**config.mk**
```make
export PLATFORM = sky130hd
export DESIGN_NAME = pri_grant_arb_flat
export DESIGN_NICKNAME = d
export VERILOG_FILES = /design/src/rtl/pri_grant_arb_if.sv /design/src/rtl/pri_grant_arb.sv /design/src/flat_wrapper.sv
export SDC_FILE = /design/constraint.sdc
export NUM_CORES = 1
export LEC_CHECK = 0
export ABC_CLOCK_PERIOD_IN_PS = 2500
export CORE_UTILIZATION = 45
export DETAILED_ROUTE_END_ITERATION = 6
export PLACE_DENSITY = 0.7
export SLEW_MARGIN = 10
export SYNTH_ARGS = -nofsm -noshare
export SYNTH_HDL_FRONTEND = slang
export SYNTH_SLANG_ARGS = --single-unit
```
**constraint.sdc**
```tcl
create_clock -name clk -period 2.5 [get_ports clk]
set_clock_uncertainty 0.05 [all_clocks]
set_input_delay 0.5 -clock clk [delete_from_list [all_inputs] [get_ports clk]]
set_output_delay 0.5 -clock clk [all_outputs]
set_load 0.01 [all_outputs]
```
**src/rtl/pri_grant_arb_if.sv**
```systemverilog
// Bundle between the priority selector and the grant stage.
// The grant stage uses the slave modport; the selector side uses master.
interface pri_grant_arb_if #(
    parameter int N = 4,
    parameter int P = 16
);
    localparam int PW = $clog2(P);
    localparam int IW = (N > 1) ? $clog2(N) : 1;

    logic [N-1:0]  req_in;
    logic [PW-1:0] pri_in;
    logic [N-1:0]  done;
    logic [N-1:0]  gnt;
    logic          gnt_valid;
    logic [IW-1:0] gnt_id;
    logic [PW-1:0] gnt_pri;
    logic          busy;
    logic          timeout_err;

    modport master (
        output req_in, pri_in, done,
        input  gnt, gnt_valid, gnt_id, gnt_pri, busy, timeout_err
    );

    modport slave (
        input  req_in, pri_in, done,
        output gnt, gnt_valid, gnt_id, gnt_pri, busy, timeout_err
    );
endinterface

```
**src/rtl/pri_grant_arb.sv**
```systemverilog
// Registered round-robin tie breaker behind the priority selector:
// one grant at a time, held until owner release or hold timeout.
module pri_grant_arb #(
    parameter int N       = 4,
    parameter int P       = 16,
    parameter int TIMEOUT = 255
) (
    input  logic               clk,
    input  logic               rst_n,
    pri_grant_arb_if.slave     bus
);
    localparam int PW = $clog2(P);
    localparam int IW = (N > 1) ? $clog2(N) : 1;
    localparam int CW = (TIMEOUT > 0) ? $clog2(TIMEOUT + 1) : 1;

    typedef enum logic [0:0] {
        IDLE = 1'b0,
        HOLD = 1'b1
    } state_t;

    state_t        state_q, state_d;
    logic [IW-1:0] rr_ptr_q, rr_ptr_d;
    logic [CW-1:0] hold_cnt_q, hold_cnt_d;
    logic [N-1:0]  gnt_q, gnt_d;
    logic [IW-1:0] gnt_id_q, gnt_id_d;
    logic [PW-1:0] gnt_pri_q, gnt_pri_d;
    logic          timeout_err_q, timeout_err_d;

    logic          pick_found_s;
    logic [IW-1:0] pick_id_s;
    logic          eligible_s;

    // Round-robin search: first requester at or above rr_ptr, wrapping
    always_comb begin
        logic [IW-1:0] idx_v;
        pick_found_s = 1'b0;
        pick_id_s    = {IW{1'b0}};
        idx_v        = {IW{1'b0}};
        for (int i = 0; i < N; i++) begin
            idx_v = IW'((int'(rr_ptr_q) + i) % N);
            if (!pick_found_s && bus.req_in[idx_v]) begin
                pick_found_s = 1'b1;
                pick_id_s    = idx_v;
            end else begin
                pick_found_s = pick_found_s;
            end
        end
        eligible_s = (bus.pri_in != {PW{1'b0}}) && pick_found_s;
    end

    // Next-state logic for grant capture, release and timeout revocation
    always_comb begin
        state_d       = state_q;
        rr_ptr_d      = rr_ptr_q;
        hold_cnt_d    = hold_cnt_q;
        gnt_d         = gnt_q;
        gnt_id_d      = gnt_id_q;
        gnt_pri_d     = gnt_pri_q;
        timeout_err_d = 1'b0;
        case (state_q)
            IDLE: begin
                if (eligible_s) begin
                    state_d    = HOLD;
                    gnt_d      = {{(N-1){1'b0}}, 1'b1} << pick_id_s;
                    gnt_id_d   = pick_id_s;
                    gnt_pri_d  = bus.pri_in;
                    rr_ptr_d   = (pick_id_s == IW'(N - 1)) ? {IW{1'b0}} : pick_id_s + IW'(1);
                    hold_cnt_d = {CW{1'b0}};
                end else begin
                    state_d = IDLE;
                end
            end
            HOLD: begin
                // Owner release takes precedence over a coincident expiry
                if (bus.done[gnt_id_q]) begin
                    state_d    = IDLE;
                    gnt_d      = {N{1'b0}};
                    gnt_id_d   = {IW{1'b0}};
                    gnt_pri_d  = {PW{1'b0}};
                    hold_cnt_d = {CW{1'b0}};
                end else if ((TIMEOUT != 0) && (hold_cnt_q == CW'(TIMEOUT - 1))) begin
                    state_d       = IDLE;
                    gnt_d         = {N{1'b0}};
                    gnt_id_d      = {IW{1'b0}};
                    gnt_pri_d     = {PW{1'b0}};
                    hold_cnt_d    = {CW{1'b0}};
                    timeout_err_d = 1'b1;
                end else if (TIMEOUT != 0) begin
                    hold_cnt_d = hold_cnt_q + CW'(1);
                end else begin
                    hold_cnt_d = {CW{1'b0}};
                end
            end
            default: begin
                state_d    = IDLE;
                gnt_d      = {N{1'b0}};
                gnt_id_d   = {IW{1'b0}};
                gnt_pri_d  = {PW{1'b0}};
                hold_cnt_d = {CW{1'b0}};
            end
        endcase
    end

    // State and output registers
    always_ff @(posedge clk or negedge rst_n) begin
        if (!rst_n) begin
            state_q       <= IDLE;
            rr_ptr_q      <= {IW{1'b0}};
            hold_cnt_q    <= {CW{1'b0}};
            gnt_q         <= {N{1'b0}};
            gnt_id_q      <= {IW{1'b0}};
            gnt_pri_q     <= {PW{1'b0}};
            timeout_err_q <= 1'b0;
        end else begin
            state_q       <= state_d;
            rr_ptr_q      <= rr_ptr_d;
            hold_cnt_q    <= hold_cnt_d;
            gnt_q         <= gnt_d;
            gnt_id_q      <= gnt_id_d;
            gnt_pri_q     <= gnt_pri_d;
            timeout_err_q <= timeout_err_d;
        end
    end

    assign bus.gnt         = gnt_q;
    assign bus.gnt_valid   = |gnt_q;
    assign bus.gnt_id      = gnt_id_q;
    assign bus.gnt_pri     = gnt_pri_q;
    assign bus.busy        = (state_q == HOLD);
    assign bus.timeout_err = timeout_err_q;
endmodule

```
**src/flat_wrapper.sv**
```systemverilog
// flat-port wrapper written by rule: the top's interface ports become plain ports
module pri_grant_arb_flat 
#(
    parameter int N       = 4,
    parameter int P       = 16,
    parameter int TIMEOUT = 255
)
  (clk, rst_n, bus_req_in, bus_pri_in, bus_done, bus_gnt, bus_gnt_valid, bus_gnt_id, bus_gnt_pri, bus_busy, bus_timeout_err);
  pri_grant_arb_if #(.N(N), .P(P)) bus_i ();
  input  logic clk;
  input  logic rst_n;
  input wire logic [$bits(bus_i.req_in)-1:0] bus_req_in;
  input wire logic [$bits(bus_i.pri_in)-1:0] bus_pri_in;
  input wire logic [$bits(bus_i.done)-1:0] bus_done;
  output wire logic [$bits(bus_i.gnt)-1:0] bus_gnt;
  output wire logic [$bits(bus_i.gnt_valid)-1:0] bus_gnt_valid;
  output wire logic [$bits(bus_i.gnt_id)-1:0] bus_gnt_id;
  output wire logic [$bits(bus_i.gnt_pri)-1:0] bus_gnt_pri;
  output wire logic [$bits(bus_i.busy)-1:0] bus_busy;
  output wire logic [$bits(bus_i.timeout_err)-1:0] bus_timeout_err;
  assign bus_i.req_in = bus_req_in;
  assign bus_i.pri_in = bus_pri_in;
  assign bus_i.done = bus_done;
  assign bus_gnt = bus_i.gnt;
  assign bus_gnt_valid = bus_i.gnt_valid;
  assign bus_gnt_id = bus_i.gnt_id;
  assign bus_gnt_pri = bus_i.gnt_pri;
  assign bus_busy = bus_i.busy;
  assign bus_timeout_err = bus_i.timeout_err;
  pri_grant_arb #(.N(N), .P(P), .TIMEOUT(TIMEOUT)) u_core (.clk(clk), .rst_n(rst_n), .bus(bus_i));
endmodule
```
==> results by stage <==
Synthesis:
- The synthesized netlist occupies a cell area of 0.001180 mm².
- Sorting the synthesized cells by area gives the leading types as sky130_fd_sc_hd__dfrtp_1, sky130_fd_sc_hd__ha_1, sky130_fd_sc_hd__a22o_1, sky130_fd_sc_hd__nand2_1, sky130_fd_sc_hd__nand3_1.
- Counting flops with a built-in enable in the synthesized netlist gives 0.
- Synthesis handed over a netlist of 113 instances.
- When the netlist entered floorplanning its net count stood at 133.
- The average cell area after synthesis is 10.44 µm².
- The most used flip-flop cell after synthesis is sky130_fd_sc_hd__dfrtp_1.
- The synthesized design contains 22 register bits.
- Of the synthesized area, sequential elements account for 0.4666.
- The area fraction of the dominant cell type after synthesis is 0.4666.
- The cell type with the highest aggregate area in the netlist is sky130_fd_sc_hd__dfrtp_1.
- The count of distinct cell types in the synthesized netlist is 37.
- Yosys printed 0 warnings.
- After synthesis, the share of flip-flops with an asynchronous set or reset is 1.000.

Setup path:
- The required time at the worst-slack endpoint is 1.95 ns.
- The critical path capture point type is an output pin.
- The most critical setup path has its startpoint at u_core.bus.gnt[1]$_DFFE_PN0P_.
- The setup slack on the worst flop-to-flop path is 0.73 ns.
- By startpoint and endpoint, the worst setup path is classified as reg -> out.
- In this run the worst path has a maximum fanout of 3.
- The worst register-to-register path begins at u_core.rr_ptr_q[1]$_DFFE_PN0P_.
- The worst register-to-register path ends at u_core.rr_ptr_q[1]$_DFFE_PN0P_.
- The number of cells on the worst reg-to-reg path is 6.
- STA puts the critical path data arrival time at 1.76 ns.
- Together, buffers and inverters on the worst path number 1.
- On the worst path, the slowest cell contributes a delay of 0.54 ns.
- The worst setup path is launched from a flip-flop.
- The dominant delay contributor by cell family on the critical path is simple AND/OR/NAND/NOR gates.
- For this design, the slowest cell found on the critical path is sky130_fd_sc_hd__or4_1.
- Traced cell by cell, the critical path runs through or4_1, clkdlybuf4s50_1.

Clock tree:
- Hold repair after CTS inserted 0 buffers.
- At the later pin of the worst-skew pair, clock insertion delay measures 0.30 ns.
- The number of CTS-inserted buffers is 3.
- The root buffer cell is sky130_fd_sc_hd__clkbuf_4.
- The clock sink total is 22.
- The number of buffers on the longest clock path is 2.
- TritonCTS built the clock tree.
- The H-tree depth is 1.
- The clock-pin slew of the registers on the worst-case setup and hold paths is 0.11 ns.
- The total of cells resized after clock tree synthesis is 0.
- In this run the post-CTS setup repair buffer count came out at 0.

Drt:
- Once detail routing completed, the nets flagged for antenna violations numbered 0.
- After detailed routing, the number of remaining DRC violations is 0.
- In the final routed layout, each cell accounts on average for 14.57 µm.
- The first-pass iteration count of the detailed router is 4.
- The number of design-rule violations left by the first detailed-router iteration is 13.
- The total routed wirelength is 2536 µm.
- After detailed routing, the number of vias per cell comes to 5.575.
- The routed layout has 970 vias.

STA:
- Adding up every negative setup slack in the final design gives 0 ns.
- Setup violations remaining at the end of the flow were counted as 0.
- The relative max-transition margin is 0.6682.
- The hold violation total from the final report is 0.
- Dividing the final minimum period by the clock period gives 0.9243.
- Setup repair after global routing left no endpoint under its margin.
- The worst hold slack after final layout is 0.4557 ns.
- The final critical path time including I/O delays and setup is 2.311 ns.
- For the pin with the worst max-slew slack, the measured transition is 0.4938 ns.
- The number of pins exceeding their max-slew limit in the final report was 0.
- The timing-limited maximum frequency is 0.4327 GHz.

Pwr:
- The areal power density over the cells is 945.7 mW/mm².
- The leakage power summed over all cells is 0.0006665 µW.
- The power share of the sequential group is 0.396.
- Of the total power, the share spent switching nets is 0.3652.
- The power share of the clock group is 0.107.
- The internal power of the cells totals 913.3 µW.
- Power comes to 1439 µW.
- Of the total power, combinational logic draws 0.498.
- IR analysis of the VDD net gives a maximum drop of 0.6325 mV.
- The net switching component of the power is 525.5 µW.

Cells and area:
- The post-route non-filler standard cell count is 174.
- After filler insertion, the fill cell instance count of the layout stands at 226.
- 0 antenna diodes ended up in the layout.
- At the end of the flow, the number of nets in the layout was 166.
- The signed area change from the synthesized netlist to the final layout is 28.95%.
- The flip-flop and latch area is 550.5 µm².
- In the final layout, the multi-input gates occupy 598.1 µm².
- In the final layout, the share of cells above drive strength 1 is 0.1319.

Global routing:
- The total global routing track utilization is 0.2127.
- The via count of the first global-routing pass is 978.
- The number of antenna violations at the first check in global routing is 0.
- The maximum number of pins on one net before global-route repair is 23.
- The sum of overflow across all layers after global routing is 0.
- The wire length of the first global-routing pass is 4284 µm.

Min path:
- The min-delay analysis places its worst path in the category reg -> reg.
- Along the worst hold path, the cell count comes to 1.
- The path with the worst hold slack has its endpoint at u_core.bus.gnt_pri[2]$_DFFE_PN0P_.
- In this run the most critical hold path is launched from u_core.bus.gnt_pri[2]$_DFFE_PN0P_.

Placed design:
- Including well taps, the total number of placed cells is 171.
- The HPWL after detailed placement is 1879 µm.
- The number of I/O port buffers is 26.
- At the end of routability-driven placement, the weighted congestion stood at 0.7590.

Die:
- The die covers 0.002831 mm².
- The initial standard-cell utilization of the core is 0.4763.
- In this run the standard cell core region covers 0.002477 mm².
- The floorplan step set the die height to 53.21 µm.
- 27 I/O pins were placed.
- The floorplan has 18 rows.
- From left edge to right edge, the die measures 53.21 µm.

Job:
- Across the run, the number of max-cap violations was 0.

Status:
- The flow ran to the end, and the final reports show no timing, DRC or antenna violations.
## worst max-delay path by stage
stage                     slack (ns)  depth (start not counted)                             end
final                           0.19                          2                   bus_gnt_valid
after global routing            0.11                          2                   bus_gnt_valid
after CTS                       0.18                          2                   bus_gnt_valid
after detailed placement        0.12                          5  u_core.rr_ptr_q[1]$_DFFE_PN0P_
after global placement          0.15                          5  u_core.rr_ptr_q[1]$_DFFE_PN0P_
after floorplan                 0.61                          4  u_core.rr_ptr_q[1]$_DFFE_PN0P_
## Yosys cell counts, drive strengths merged (2+ instances only)
| cell type | number |
|---|---|
| or4 | 3 |
| ha | 6 |
| or3 | 3 |
| a21oi | 3 |
| inv | 4 |
| buf | 2 |
| mux2 | 2 |
| dfrtp | 22 |
| nor2b | 2 |
| o21ai | 5 |
| o211ai | 4 |
| nor4 | 2 |
| nand3 | 7 |
| nand2b | 3 |
| mux2i | 2 |
| nor2 | 6 |
| a22o | 9 |
| nor3 | 2 |
| and3 | 2 |
| nand2 | 12 |
## power groups by stage
stage          combinational [µW]  sequential [µW]  clock (µW)
6_report                      716              569         154
5_1_grt                       788              591         174
4_1_cts                       726              571         160
3_5_place_dp                  722              577           0
3_3_place_gp                  702              574           0
2_1_floorplan                 361              597           0
## kinds of logic (layout without fill, tap and decap cells)
| logic type | count (synthesis) | in the layout | synth area share |
|---|---|---|---|
| buf+inv | 7 | 38 | 0.02650 |
| mux | 4 | 4 | 0.03923 |
| fa+ha+maj | 6 | 6 | 0.06363 |
| xor+xnor | 1 | 1 | 0.007424 |
| compound gates | 27 | 27 | 0.1856 |
| flops | 22 | 22 | 0.4666 |
| simple gates | 46 | 46 | 0.2110 |
## through the flow
| stage | instance area, µm² | utilization | worst slack [ns] |
|---|---|---|---|
| 4_1_cts | 1521 | 0.6141 | 0.1820 |
| 6_report | 1521 | 0.6141 | 0.1892 |
| 2_1_floorplan | 1180 | - | 0.6068 |
| 5_1_grt | 1521 | 0.6141 | 0.1136 |
| 3_5_place_dp | 1499 | 0.6051 | 0.1227 |
| 3_3_place_gp | 1499 | 0.6051 | 0.1485 |
## layout by cell type (no fill, tap or decap), types with 3 or more instances in the layout
cell                              netlist  layout
sky130_fd_sc_hd__clkdlybuf4s50_1        0      26
sky130_fd_sc_hd__dfrtp_1               22      22
sky130_fd_sc_hd__nand2_1               12      12
sky130_fd_sc_hd__a22o_1                 8       8
sky130_fd_sc_hd__nand3_1                7       7
sky130_fd_sc_hd__nor2_1                 6       6
sky130_fd_sc_hd__ha_1                   6       6
sky130_fd_sc_hd__o21ai_0                5       5
sky130_fd_sc_hd__buf_4                  1       5
sky130_fd_sc_hd__inv_1                  4       4
sky130_fd_sc_hd__a21oi_1                3       3
sky130_fd_sc_hd__nand2b_1               3       3
sky130_fd_sc_hd__or3_2                  3       3
sky130_fd_sc_hd__o211ai_1               3       3
sky130_fd_sc_hd__clkbuf_4               0       3
## state kept, by name, indices dropped and copies added (netlist names)
signal	count
u_core.bus.timeout_err	1
u_core.hold_cnt_q	8
u_core.rr_ptr_q	2
u_core.bus.gnt_id	2
u_core.bus.busy	1
u_core.bus.gnt_pri	4
u_core.bus.gnt	4
## metal layers
metal  share of wire  up-vias  track usage
li1                -      481            -
met1            0.46      469       0.2790
met2            0.49       15       0.3458
met3           0.036        5      0.03161
met4           0.012        0      0.08772
met5               0        -            0
## worst register-to-register path: cells and delay by family, from the launching register on
kind,cells,cell delay [ns]
AOI/OAI and AO/OA,1,0.18
DFF,1,0.45
adders and majority gates,1,0.29
and+or+nand+nor,3,0.43
muxes,1,0.26
## final cells by class
cell class / count / share of cell area
Timing Repair Buffer: 31 / 0.1957
Multi-Input combinational cell: 84 / 0.3931
Tap cell: 30 / 0.02467
Inverter: 4 / 0.009868
Clock buffer: 3 / 0.01480
Sequential cell: 22 / 0.3618
Note: power is estimated with default switching activity, not from simulation.
